File: config.mk
export PLATFORM = sky130hd
export DESIGN_NAME = mp_add_seq
export DESIGN_NICKNAME = d
export VERILOG_FILES = /design/src/rtl/mp_add_seq.sv
export SDC_FILE = /design/constraint.sdc
export NUM_CORES = 1
export LEC_CHECK = 0
export ABC_CLOCK_PERIOD_IN_PS = 4400
export CORE_ASPECT_RATIO = 0.75
export CORE_UTILIZATION = 52
export CTS_BUF_LIST = sky130_fd_sc_hd__clkbuf_4 sky130_fd_sc_hd__clkbuf_8
export CTS_CLUSTER_SIZE = 30
export DETAILED_ROUTE_END_ITERATION = 16
export PLACE_DENSITY_LB_ADDON = 0.12
export SLEW_MARGIN = 0
export SYNTH_ARGS = -nofsm -noshare
export SYNTH_HDL_FRONTEND = slang
export SYNTH_SLANG_ARGS = --single-unit
File: constraint.sdc
create_clock -name clk -period 4.4 [get_ports clk]
set_clock_uncertainty 0.1 [all_clocks]
set_input_delay 0.66 -clock clk [delete_from_list [all_inputs] [get_ports clk]]
set_output_delay 0.66 -clock clk [all_outputs]
set_load 0.01 [all_outputs]
File: src/rtl/mp_add_seq.sv
// Multi-precision add/subtract: one WIDTH-bit ripple slice per clock, LSW first; result valid WORDS edges after accept, held in DONE until out_ready.
// Optional MP_ADD_SEQ_OVF_EN adds a signed-overflow output registered alongside cout.
module mp_add_seq #(
  parameter int WIDTH = 4,
  parameter int WORDS = 4
) (
  input  logic                   clk,
  input  logic                   rst,
  input  logic                   in_valid,
  output logic                   in_ready,
  input  logic [WIDTH*WORDS-1:0] a,
  input  logic [WIDTH*WORDS-1:0] b,
  input  logic                   cin,
  input  logic                   sub,
  output logic                   out_valid,
  input  logic                   out_ready,
  output logic [WIDTH*WORDS-1:0] s,
  output logic                   cout,
`ifdef MP_ADD_SEQ_OVF_EN
  output logic                   ovf,
`endif
  output logic                   busy
);

  localparam int N  = WIDTH * WORDS;
  localparam int IW = (WORDS > 1) ? $clog2(WORDS) : 1;

  typedef enum logic [1:0] {IDLE, RUN, DONE} state_t;

  state_t           state, state_nxt;
  logic [N-1:0]     a_reg, b_reg;
  logic             carry;
  logic [IW-1:0]    idx;
  logic [WIDTH-1:0] a_sl, b_sl, sum;
  logic [WIDTH:0]   c;
  logic             last;
  logic             accept;

  assign last = (idx == IW'(WORDS - 1));

  always_ff @(posedge clk) begin
    if (rst) state <= IDLE;
    else     state <= state_nxt;
  end

  always_comb begin
    state_nxt = state;
    in_ready  = 1'b0;
    out_valid = 1'b0;
    busy      = 1'b0;
    accept    = 1'b0;
    case (state)
      IDLE: begin
        in_ready = 1'b1;
        if (in_valid) begin
          accept    = 1'b1;
          state_nxt = RUN;
        end
      end
      RUN: begin
        busy = 1'b1;
        if (last) state_nxt = DONE;
      end
      DONE: begin
        busy      = 1'b1;
        out_valid = 1'b1;
        if (out_ready) state_nxt = IDLE;
      end
      default: state_nxt = IDLE;
    endcase
  end

  // Shared slice: select word idx of each operand and ripple through WIDTH full adders.
  always_comb begin
    a_sl = '0;
    b_sl = '0;
    sum  = '0;
    c    = '0;
    for (int w = 0; w < WORDS; w++) begin
      if (idx == IW'(w)) begin
        a_sl = a_reg[w*WIDTH +: WIDTH];
        b_sl = b_reg[w*WIDTH +: WIDTH];
      end
    end
    c[0] = carry;
    for (int i = 0; i < WIDTH; i++) begin
      sum[i]   = a_sl[i] ^ b_sl[i] ^ c[i];
      c[i+1]   = (a_sl[i] & b_sl[i]) | (c[i] & (a_sl[i] ^ b_sl[i]));
    end
  end

  always_ff @(posedge clk) begin
    if (rst) begin
      a_reg <= '0;
      b_reg <= '0;
      carry <= 1'b0;
      idx   <= '0;
      s     <= '0;
      cout  <= 1'b0;
`ifdef MP_ADD_SEQ_OVF_EN
      ovf   <= 1'b0;
`endif
    end else begin
      if (accept) begin
        a_reg <= a;
        b_reg <= sub ? ~b : b;
        carry <= sub | cin;
        idx   <= '0;
      end
      if (state == RUN) begin
        for (int w = 0; w < WORDS; w++) begin
          if (idx == IW'(w)) s[w*WIDTH +: WIDTH] <= sum;
        end
        carry <= c[WIDTH];
        idx   <= last ? '0 : idx + 1'b1;
        if (last) begin
          cout <= c[WIDTH];
`ifdef MP_ADD_SEQ_OVF_EN
          // Signed overflow: carry into the MSB disagrees with carry out of it.
          ovf  <= c[WIDTH] ^ c[WIDTH-1];
`endif
        end
      end
    end
  end

endmodule

After elaboration in Yosys (flattened, before gate mapping). Index checks and enable logic that the tools add are counted.

Output and inout bits: 20. Bits in registers: 54. Input port bits: 38. Logic and storage cells: 73.

Mux-type cells: 23. Bitwise operators: 22. Equality and inequality tests: 8. Reductions and logical operators: 9. Add/subtract/negate cells: 1.

Operators by type and width (number): $mux W4 (8); $mux W16 (1); $not A16 Y16 (1); $mux W2 (6); $and A1 B1 Y1 (8); $reduce_and A2 Y1 (4); $xor A1 B1 Y1 (8); $mux W1 (7); $eq A2 B2 Y1 const B (3); $ne A2 B2 Y1 const B (3); $pmux W2 S3 (1); $or A1 B1 Y1 (5); $eq A2 B1 Y1 const B (2); $logic_not A2 Y1 (2); $reduce_and A3 Y1 (1); $add A2 B1 Y2 const B (1); $reduce_bool A2 Y1 (1); $reduce_or A2 Y1 (1).

Logic depth before layout (Yosys ltp).
Word-level depth: 15. Depth in mapped cells: 13. Mapped depth without buffers: 12.

Worst setup path after synthesis. No wires, ideal clock.

Path type: reg2reg. From: register idx[0]. To: register s[15]. Arrival: 2.933 ns. Clock period less this slack: 3.104 ns. Cell stages (with the launch flop): 14. Library setup time: 0.070 ns. Setup slack: 1.296 ns. Cells stage by stage: dfxtp_1 -> inv_1 -> ha_1 -> buf_1 -> a21oi_1 -> o21ai_0 -> a22oi_1 -> fa_1 -> inv_1 -> fa_1 -> fa_1 -> fa_1 -> nand3_1 -> a21oi_1.

Word-level cells in the longest chain between the ends: 13.

Ends and longest elaborated chain: from (decl) (RTL line 33) `logic [IW-1:0] idx;`; from (signal assigned) (RTL line 115) `idx <= last ? '0 : idx + 1'b1;`; $logic_not A2 Y1 (RTL line 80) `if (idx == IW'(w)) begin`; $mux W4 (4 in series) (RTL line 80); $xor A1 B1 Y1 (RTL line 88) `c[i+1] = (a_sl[i] & b_sl[i]) | (c[i] & (a_sl[i] ^ b_sl[i]));`; $and A1 B1 Y1 (RTL line 88); $or A1 B1 Y1 (RTL line 88); $and A1 B1 Y1 (RTL line 88); $or A1 B1 Y1 (RTL line 88); $and A1 B1 Y1 (RTL line 88); $or A1 B1 Y1 (RTL line 88); $xor A1 B1 Y1 (*) (RTL line 87) `sum[i] = a_sl[i] ^ b_sl[i] ^ c[i];`; net sum[3] (RTL line 34) `logic [WIDTH-1:0] a_sl, b_sl, sum;`; to (signal, indexed assignment) (RTL line 112) `if (idx == IW'(w)) s[w*WIDTH +: WIDTH] <= sum;`; to (decl) (RTL line 17) `output logic [WIDTH*WORDS-1:0] s,`.

The timed path passes the listed nets; every way through them passes the cells marked *. A chain may end at the register's enable or synchronous reset.

Worst setup path in the final report.
From: register idx[1]. To: register s[7].

Same word-level chain as after synthesis.

==> flow_summary_export.csv <==
group,metric,value,unit
placement,gp_congestion,0.8987,
floorplanning,pin_count,58,
cts,cts_made_buffers,5,
run,drv_cap,0,
timing,period_needed,3.590,ns
layout,fillers,400,
timing,rsz0062_at_grt,"no",
timing,holdWs,0.3603,ns
cts,cts_tree,"yes",
global_route,grt_pass1_wl,9.729,mm
floorplanning,dieArea,5191,µm²
detailed_routing,vias,2272,
detailed_routing,wl_per_cell,13.38,µm
cts,clk_transition_reported_paths,0.10,ns
setup_path,crit_type,"register to register",
setup_path,setup.worst_path.end_class,"register",
setup_path,worstSetupStartpointType,"register",
cts,insertion_delay,0.30,ns
detailed_routing,drc,0,
worst_hold_path,holdCritPathClass,"register to register",
setup_path,worstPathArrival,3.71,ns
setup_path,crit_path_end,"s[7]",
cts,cts_resized,0,
yosys,netlist.area_leader.share,42.39,%
placement,dpl_cell_area,3089,µm²
outcome,status,"completed",
floorplanning,rows,21,
global_route,grt_pass1_vias,2122,
layout,drive_gt1_share,3.361,%
layout,final_area,3184,µm²
yosys,avgSynthCellArea,8.069,µm²
yosys,synth_area,2550,µm²
yosys,ys_ff_latch,54,
yosys,synth_fp_nets,365,
timing,final-hold-violation-count,0,
cts,clock_sinks,54,
yosys,ys_warn_count,0,
floorplanning,dieWidth,82.86,µm
global_route,grt_max_degree,35,
detailed_routing,drt-total-wl,5.540,mm
timing,drv_slew,0,
detailed_routing,drtIter0Drc,145,
timing,finalSetupViolations,0,
placement,port_buffers,57,
yosys,synth_edf_count,0,
global_route,antenna_found_initial,0,
setup_path,reg2regPathDepth,11,
pwr,powerDensity,495.0,nW/µm²
global_route,grt_util_all_layers,22.92,%
cts,clockBufferDepth,2,
floorplanning,start_util,55.77,%
timing,max_freq,278.5,MHz
setup_path,ff2ff_setup_slack,0.81,ns
yosys,syn_inst,316,
setup_path,crit_required,4.51,ns
detailed_routing,routed_via_density,5.488,
layout,final_cell_mix,"nand2_1 (59), clkdlybuf4s50_1 (57), dfxtp_1 (54)",
layout,diodes,0,
floorplanning,coreArea,4572,µm²
layout,nets,405,
timing,tightest_slew,1.083,ns
yosys,ys_dominant_reg_cell,"dfxtp_1",
yosys,synth.distinct_cells,29,
yosys,async_flop_share,0,%
layout,fin_util,69.65,%
cts,cts_htree_levels,2,
cts,ctsHoldBuffers,0,
setup_path,r2r_start,"idx[1]",
timing,fin_crit_sh,81.60,%
detailed_routing,antenna_left,0,
yosys,synth_top_cell_by_area,"dfxtp_1",
layout,areaGrowthSynthToFinish,24.88,%
cts,postCtsSetupRepairBufs,0,
pwr,p_leak,1.145,nW
floorplanning,die_height,62.65,µm
layout,mostFrequentLayoutCell,"nand2_1",
global_route,grt-ovfl-total,0,
detailed_routing,dr.pass1.iters,4,
timing,slew_headroom,27.82,%
setup_path,critPathLaunch,"idx[1]",
timing,finalSetupTns,0,ns
setup_path,rr_endpoint,"s[7]",
setup_path,cp_max_fo,22,
placement,hpwl,3.977,mm
yosys,synth-seq-area-share,42.39,%
pwr,max-vdd-ir-drop,431.9,µV
cts,root_buffer,"clkbuf_8",
yosys,synth.area.top_cells,"dfxtp_1 (42%), a21oi_1 (10%), nand2_1 (8.7%)",
-- cells in the mapped netlist, types with 2 or more instances --
library cell and instances:
inv_1 17, clkbuf_1 14, xnor2_1 12, mux2i_1 2
nand2b_1 4, a211oi_1 16, buf_2 7, nand2_1 59
buf_1 2, buf_4 4, nand3_1 13, a22o_1 6
xor2_1 4, o21ai_0 8, nor2_1 17, a311oi_1 4
dfxtp_1 54, a21oi_1 52, fa_1 4, ha_1 7
a22oi_1 2
-- power by group --
group	switching, W	internal [W]	total, W
registers	0.0000569	0.000584	0.000641
clock network	0.000157	0.000134	0.000290
logic	0.000375	0.000270	0.000645
-- routing by layer --
layer,track usage [%],vias to the layer above,routed length [µm]
li1,-,1138,-
met4,7.328,0,70
met3,4.756,8,279
met2,39.04,64,2641
met5,0,-,0
met1,29.14,1062,2547
-- area by class of cell --
type                            count  area, µm²  area share, %
Tap cell                           57      71.32          2.240
Multi-Input combinational cell    217       1276          40.08
Clock buffer                        7      90.09          2.829
Timing Repair Buffer               60      593.1          18.62
Sequential cell                    54       1081          33.95
Inverter                           18      67.56          2.122
Clock inverter                      1      5.005         0.1572
-- worst max-delay path, cell delays in order, from the launching register on --
cell	delay, ns
dfxtp_1	0.34
inv_1	0.10
ha_1	0.61
o21ai_0	0.23
a22oi_1	0.23
fa_1	0.21
inv_1	0.05
fa_1	0.39
fa_1	0.40
fa_1	0.58
nand3_1	0.09
a21oi_1	0.18
-- logic make-up (layout without fill, tap and decap cells) --
group	Yosys count	after routing	share of synthesized area [%]
compound gates	90	90	21.25
fa+ha+maj	11	11	6.575
mux	2	2	0.7851
simple gates	98	98	15.95
flops	54	54	42.39
buf+inv	45	86	7.556
xor+xnor	16	16	5.495
-- stage by stage --
step	power [W]	instances	setup WS (ns)
3_3_place_gp	0.001272	406	1.061
5_1_grt	0.001685	414	0.5359
4_1_cts	0.001572	414	0.8505
3_5_place_dp	0.001289	406	0.9077
6_report	0.001576	414	0.8098
2_1_floorplan	0.001098	316	1.296
-- worst min-delay path by stage --
| stage | cells after the start | start | end | slack, ns |
|---|---|---|---|---|
| after floorplan | 2 | a_reg[10] | a_reg[10] | 0.34 |
| after global placement | 2 | s[10] | s[10] | 0.34 |
| after detailed placement | 2 | a_reg[11] | a_reg[11] | 0.35 |
| after CTS | 2 | a_reg[11] | a_reg[11] | 0.36 |
| after global routing | 2 | s[6] | s[6] | 0.38 |
| final | 2 | a_reg[9] | a_reg[9] | 0.36 |
Note: power is estimated with default switching activity, not from simulation.
